[src/rtl/uart_rx_frame_check_pkg.sv]
// Shared definitions for the UART receive frame checker:
// parity polarity constants, RX FSM state encoding, default width.
package uart_rx_frame_check_pkg;

    localparam int DEF_DATA_WIDTH = 8;

    localparam logic EVEN_PARITY = 1'b0;
    localparam logic ODD_PARITY  = 1'b1;

    typedef enum logic [1:0] {
        ST_IDLE   = 2'd0,
        ST_DATA   = 2'd1,
        ST_PARITY = 2'd2,
        ST_STOP   = 2'd3
    } rx_state_e;

endpackage

[src/rtl/uart_rx_frame_check_parity.sv]
// Expected-parity generation and compare for a received word,
// using the same even/odd convention as the TX parity generator.
module rx_parity_check
    import uart_rx_frame_check_pkg::*;
#(
    parameter int DATA_WIDTH = DEF_DATA_WIDTH
) (
    input  logic [DATA_WIDTH-1:0] data_i,
    input  logic                  par_typ_i,
    input  logic                  par_bit_i,
    output logic                  par_fail_o
);

    logic exp_par;

    assign exp_par    = (par_typ_i == ODD_PARITY) ? ~^data_i : ^data_i;
    assign par_fail_o = (par_bit_i != exp_par);

endmodule

[src/rtl/uart_rx_frame_check.sv]
// UART RX deserializer: LSB-first shift-in with start, parity and
// stop checking; one-cycle data/error strobes after the stop bit.
module uart_rx_frame_check
    import uart_rx_frame_check_pkg::*;
#(
    parameter int DATA_WIDTH = DEF_DATA_WIDTH
) (
    input  logic                  CLK,
    input  logic                  RST,
    input  logic                  bit_valid,
    input  logic                  sampled_bit,
    input  logic                  PAR_EN,
    input  logic                  PAR_TYP,
    output logic [DATA_WIDTH-1:0] P_DATA,
    output logic                  data_valid,
    output logic                  par_err,
    output logic                  stp_err,
    output logic                  busy
);

    localparam int CW = $clog2(DATA_WIDTH);

    rx_state_e             state_q;
    logic [DATA_WIDTH-1:0] shift_q;
    logic [DATA_WIDTH-1:0] shift_d;
    logic [CW-1:0]         cnt_q;
    logic                  par_en_q;
    logic                  par_typ_q;
    logic                  par_fail_q;
    logic                  par_fail;
    logic [DATA_WIDTH-1:0] p_data_q;
    logic                  data_valid_q;
    logic                  par_err_q;
    logic                  stp_err_q;
    logic                  busy_q;
    logic                  last_bit;

    assign shift_d  = {sampled_bit, shift_q[DATA_WIDTH-1:1]};
    assign last_bit = (cnt_q == CW'(DATA_WIDTH - 1));

    rx_parity_check #(
        .DATA_WIDTH (DATA_WIDTH)
    ) u_par (
        .data_i     (shift_q),
        .par_typ_i  (par_typ_q),
        .par_bit_i  (sampled_bit),
        .par_fail_o (par_fail)
    );

    always_ff @(posedge CLK or negedge RST) begin
        if (!RST) begin
            state_q      <= ST_IDLE;
            shift_q      <= '0;
            cnt_q        <= '0;
            par_en_q     <= 1'b0;
            par_typ_q    <= EVEN_PARITY;
            par_fail_q   <= 1'b0;
            p_data_q     <= '0;
            data_valid_q <= 1'b0;
            par_err_q    <= 1'b0;
            stp_err_q    <= 1'b0;
            busy_q       <= 1'b0;
        end else begin
            data_valid_q <= 1'b0;
            par_err_q    <= 1'b0;
            stp_err_q    <= 1'b0;
            if (bit_valid) begin
                unique case (state_q)
                    ST_IDLE: begin
                        if (!sampled_bit) begin
                            state_q    <= ST_DATA;
                            par_en_q   <= PAR_EN;
                            par_typ_q  <= PAR_TYP;
                            cnt_q      <= '0;
                            par_fail_q <= 1'b0;
                            busy_q     <= 1'b1;
                        end
                    end
                    ST_DATA: begin
                        shift_q <= shift_d;
                        if (last_bit) begin
                            state_q <= par_en_q ? ST_PARITY : ST_STOP;
                        end else begin
                            cnt_q <= cnt_q + 1'b1;
                        end
                    end
                    ST_PARITY: begin
                        par_fail_q <= par_fail;
                        state_q    <= ST_STOP;
                    end
                    ST_STOP: begin
                        // A low stop bit ends the frame; it never doubles as a start bit.
                        state_q   <= ST_IDLE;
                        busy_q    <= 1'b0;
                        par_err_q <= par_fail_q;
                        stp_err_q <= ~sampled_bit;
                        if (!par_fail_q && sampled_bit) begin
                            p_data_q     <= shift_q;
                            data_valid_q <= 1'b1;
                        end
                    end
                    default: state_q <= ST_IDLE;
                endcase
            end
        end
    end

    assign P_DATA     = p_data_q;
    assign data_valid = data_valid_q;
    assign par_err    = par_err_q;
    assign stp_err    = stp_err_q;
    assign busy       = busy_q;

endmodule

[config.mk]
export PLATFORM = sky130hd
export DESIGN_NAME = uart_rx_frame_check
export DESIGN_NICKNAME = d
export VERILOG_FILES = /design/src/rtl/uart_rx_frame_check_pkg.sv /design/src/rtl/uart_rx_frame_check_parity.sv /design/src/rtl/uart_rx_frame_check.sv
export SDC_FILE = /design/constraint.sdc
export NUM_CORES = 1
export LEC_CHECK = 0
export ABC_CLOCK_PERIOD_IN_PS = 1600
export BUFFER_PORTS_ARGS = -buffer_cell sky130_fd_sc_hd__buf_4
export CORE_ASPECT_RATIO = 0.5
export CORE_MARGIN = 2
export CORE_UTILIZATION = 39
export DETAILED_ROUTE_END_ITERATION = 7
export MAX_ROUTING_LAYER = met4
export SLEW_MARGIN = 40
export SYNTH_ARGS = -nofsm -noshare
export SYNTH_HDL_FRONTEND = slang
export SYNTH_SLANG_ARGS = --single-unit
export TNS_END_PERCENT = 10
[constraint.sdc]
create_clock -name CLK -period 1.6 [get_ports CLK]
set_input_delay 0.32 -clock CLK [delete_from_list [all_inputs] [get_ports CLK]]
set_output_delay 0.32 -clock CLK [all_outputs]
set_load 0.02 [all_outputs]
### Word level (Yosys, flattened, before mapping)

Cells that the tools add are included.

| storage, ports and cells | value |
|---|---|
| logic and storage cells | 55 |
| bits in writable memories | 0 |
| memory bits (read-only) | 0 |
| bits of input ports | 6 |
| flip-flop bits (word level) | 28 |
| bits in latches | 0 |
| memories kept | 0 |

| operators by class | value |
|---|---|
| $add $sub $neg | 1 |
| magnitude comparators | 0 |
| eq/ne operators | 8 |
| bitwise logic cells | 1 |
| shifts and indexed selects | 0 |
| divide/modulo/power cells | 0 |
| mux-type cells | 19 |
| multipliers | 0 |
| reduce and logical (&&, ||, !) cells | 15 |

Operators with widths:

| cell | count |
|---|---|
| 3-bit AND reduction | 5 |
| 1-bit 2-to-1 mux | 11 |
| 2-bit one-hot mux with 4 select lines | 1 |
| 8-bit XNOR reduction | 1 |
| 8-bit parity | 1 |
| 3-bit 2-to-1 mux | 2 |
| 2-bit inequality test (second input constant) | 3 |
| 3-bit one-hot mux with 2 select lines | 1 |
| 2-bit nonzero test | 3 |
| 2-bit equality test (second input constant) | 2 |
| 2-bit 2-to-1 mux | 2 |
| 1-bit one-hot mux with 2 select lines | 2 |
| 4-bit AND reduction | 1 |
| 3-bit by 1-bit adder with 3-bit output (second input constant) | 1 |
| 3-bit equality test (second input constant) | 1 |
| 2-bit by 1-bit equality test with 1-bit output (second input constant) | 1 |
| 2-bit zero test | 1 |
| 2-bit AND reduction | 1 |
| 1-bit logical AND | 1 |
| 1-bit zero test | 1 |
| 1-bit inequality test | 1 |
| 1-bit inverter | 1 |

### Longest topological paths before layout

| depth | value |
|---|---|
| depth in word-level cells | 5 |
| mapped depth | 6 |
| mapped depth without buffers | 6 |

### Hierarchy

From an unflattened synthesis, not the netlist that was laid out.

| second synthesis, totals | value |
|---|---|
| cell total of the unflattened synthesis | 102 |
| area total of the unflattened synthesis | 1,338.8 um2 |

By module, submodules not included:

| module | cells an instance | instances | area each (um2) |
|---|---|---|---|
| uart_rx_frame_check | 94 | 1 | 1,247.4 |
| rx_parity_check | 8 | 1 | 91.3 |

### Worst setup path before layout

No wires, ideal clock.

| timing | value |
|---|---|
| kind | register -> register |
| from | register state_q[0] |
| to | register cnt_q[0] |
| slack | 0.052 ns |
| setup time | 0.125 ns |
| stages on the path, launching flop included | 7 |
| clock period less this slack | 1.548 ns |
| buffers on the path | 0 |
| data arrival time | 1.423 ns |
| cells stage by stage | dfrtp_1 -> inv_1 -> ha_1 -> a21boi_4 -> nor3b_4 -> nor2_1 -> mux2_4 |

| between the ends | value |
|---|---|
| word-level cells in the longest chain between the ends | 3 |
| elaborated cells on any way between the ends | 7 |
| classes of those cells | 3 x eq/ne; 1 x mux; 3 x reduce/logical |

RTL lines:

| item | line | RTL |
|---|---|---|
| start, declared | uart_rx_frame_check.sv:23 | `rx_state_e state_q;` |
| start signal, assigned | uart_rx_frame_check.sv:82 | `state_q <= par_en_q ? ST_PARITY : ST_STOP;` |
| 2-bit by 1-bit equality test with 1-bit output / 2-bit zero test (equally long branches) | uart_rx_frame_check.sv:68 | `unique case (state_q)` |
| 2-bit inequality test (no source line) / 2-bit nonzero test (equally long branches) | - |  |
| 4-bit AND reduction (no source line) | - |  |
| end signal, assigned | uart_rx_frame_check.sv:84 | `cnt_q <= cnt_q + 1'b1;` |
| end, declared | uart_rx_frame_check.sv:26 | `logic [CW-1:0] cnt_q;` |

Parallel ways exist; a longest one is shown, timed or not.
A chain may end at the register's enable or synchronous reset.

### Worst setup path in the final report

| timing | value |
|---|---|
| from | register cnt_q[0] |
| to | register cnt_q[0] |

| between the ends | value |
|---|---|
| word-level cells in the longest chain between the ends | 3 |
| elaborated cells on any way between the ends | 6 |
| classes of those cells | 1 x add/sub; 2 x eq/ne; 2 x mux; 1 x reduce/logical |

RTL lines:

| item | line |
|---|---|
| 3-bit by 1-bit adder with 3-bit output / 3-bit equality test (equally long branches) | uart_rx_frame_check.sv:84, uart_rx_frame_check.sv:39 |
| 3-bit 2-to-1 mux / 2-bit inequality test (equally long branches) | - |
| 3-bit one-hot mux with 2 select lines / 4-bit AND reduction (equally long branches) | - |

Parallel ways exist; a longest one is shown, timed or not. The select of a mux whose other input is x is not followed.

==> flow_summary.ini <==
[global_route]
antenna_found_initial = 0
gr-usage-met3 = 0.05037
vias_in_the_first_global_route = 819
groute.usage.overall = 0.1389
fraction_of_met2_tracks_used_by_global_routing = 0.2188
global_route.peak_usage_layer = met2
gr_met1_demand_resource = 0.1686
grt_remaining_overflow = 0
grt_pass1_wl_microns = 3815
grt_max_degree = 29

[cts]
number_of_buffers_created_by_cts = 3
cts_setup_buffers = 0
clkSinkCount = 28
clockBufferDepth = 2
insertion_delay_ns = 0.28
path_clk_slew_ns = 0.09
ctsRootBufferMaster = clkbuf_8
htreeDepth = 1
clock_tree_from_tritoncts = built

[yosys]
synth.ff_latch_count = 28
synth.yosys.warnings = 0
synth_enable_flop_cells = 0
synth_async_sr_flop_share = 1.000
mapped_cells = 108
synth_cell_type_count = 23
post_synth.cell_area_avg_sq_um = 11.91
synth_flop_cell = dfrtp_1
post_synth_instance_area_sq_um = 1286
synth_seq_area_share = 0.5447
syn-num-nets = 120

[cells_and_area]
design.final.nets = 147
final_design_area_no_fill_sq_um = 1585
diodes = 0
post_route_cells_drive_above_1_share = 0.3507
final_cell_mix = 28 x dfrtp_1, 28 x nand2_1, 23 x buf_4, 11 x mux2_2, 6 x xnor2_1
area_growth_syn_to_layout_pct = 23.25

[pwr]
cell_pwr_density_nw_per_um2 = 2009
peak_ir_drop_on_the_vdd_network_v = 0.0007375
total_power_uw = 3186
power_leakage_uw = 0.0007977

[worst_setup_path]
critical_path_class = flop to flop
worstPathArrival_ns = 1.71
timing.critical_path.required_ns = 1.77
setup.reg_to_reg.worst_slack_ns = 0.06
critPathLaunchType = flop
timing.reg2reg.worst_path_depth = 6
worstSetupStartpoint = cnt_q[0]
worst_r2r_endpoint = cnt_q[0]
capture_point_of_the_worst_path = cnt_q[0]
worst_setup_path_end_kind = flop
path_max_fanout = 3
r2r_path_start = cnt_q[0]

[route]
post_drt_via_cell_ratio = 4.701
post-route-drc-count = 0
ant_nets = 0
vias_after_detailed_routing = 818
drt-pass1-iter-count = 4
detail_route.wl_per_cell_microns = 12.38
first_iter_violations = 13
finalWirelength_microns = 2154

[sta]
setup_violations = 0
final.hold.worst_slack_ns = 0.2704
post-route-period-util = 0.9650
slew_violations = 0
slew_headroom = 0.7574
rsz0062_at_grt = true
fmax_mhz = 647.7
fin_worst_skew_ns = 0.004236
hold_viol = 0
worstMarginPinSlew_ns = 0.3631
period_minus_ws_final_ns = 1.544

[floorplan]
placementRows = 14
die_width_microns = 85.22
floorplan.die.height_microns = 44.61
core_region_area_sq_um = 3065
io-pin-count = 18
die-area_sq_um = 3801
floorplan.initialDensity = 0.4196

[placed_design]
portBuffers = 17
routabilityCongestion = 0.7652
placed_cell_area_sq_um = 1494
hpwl_microns = 1508

[min_path]
worstHoldPathType = input pin to flop

[outcome]
outcome = finished clean

[run]
drv.max_cap_violation_count = 0
worst min path at each step:
stage | end | start | depth (start not counted)
finish | par_typ_q | PAR_TYP | 2
global route | par_typ_q | PAR_TYP | 2
CTS | par_typ_q | PAR_TYP | 2
detailed placement | state_q[1] | RST | 1
global placement | state_q[0] | RST | 1
floorplan | P_DATA[0] | RST | 0
report_power, final:
group	switching [uW]	internal [uW]	total (uW)
Clock	221	335	556
Sequential	221	997	1220
Combinational	627	785	1410
area by class of cell:
class                   count  area [sq um]
well taps                  40         50.05
clock inverters             1         30.03
multi-input cells          74         565.5
repair buffers             24         182.7
inverters                   4         15.01
clock buffers               3         41.29
fillers                   274          1480
flip-flops and latches     28         700.7
registers in the layout (all words and copies together), names as in the netlist:
signal and cells:
state_q 2, cnt_q 3, busy 1, data_valid 1, par_en_q 1, par_fail_q 1
shift_q 8, P_DATA 8, par_typ_q 1, par_err 1, stp_err 1
what timing repair did:
action	CTS	global route
hold buffers	1	0
endpoints found under the hold margin	28	0
gates resized for setup	2	4
pin swaps	0	3
endpoints found under the setup margin	2	4
kinds of logic (layout without fill, tap and decap cells):
family          after synthesis  count (layout)  synth area share
compound gates                9               9           0.05836
flops                        28              28            0.5447
fa+ha+maj                     6               6           0.05836
xor+xnor                      8               8           0.06517
mux                          12              12            0.1080
simple gates                 39              39            0.1420
buf+inv                       6              32           0.02334
synth_stat cells, types with 2 or more instances:
cell	n	area (sq um)
ha_1	6	75.07
mux2_2	11	123.9
o21ai_0	2	10.01
nor2_1	5	18.77
o31ai_1	2	15.01
buf_4	2	15.01
xnor2_1	6	52.55
nand2_1	28	105.1
dfrtp_1	28	700.7
inv_1	3	11.26
a22o_1	3	26.28
routing by layer:
layer	vias to the layer above	wire (microns)
li1	408	-
met1	396	1077
met2	14	991
met3	0	85
met4	0	0
met5	-	0
worst max-delay path, cell delays in order (launching register included):
cell,delay [ns]
dfrtp_1,0.41
ha_2,0.18
ha_2,0.17
buf_4,0.14
nor3b_4,0.22
nor2_2,0.07
mux2_4,0.26
stage by stage:
step / utilization / instances / worst slack (ns) / TNS, ns
2_1_floorplan: - / 108 / 0.05170 / 0
3_3_place_gp: 0.4873 / 169 / 0.03191 / 0
3_5_place_dp: 0.4873 / 169 / -0.01097 / -0.01099
4_1_cts: 0.5147 / 174 / -0.01058 / -0.01058
5_1_grt: 0.5171 / 174 / -0.01035 / -0.01035
6_report: 0.5171 / 174 / 0.05607 / 0
No activity file was read; power rests on OpenSTA's default activity.
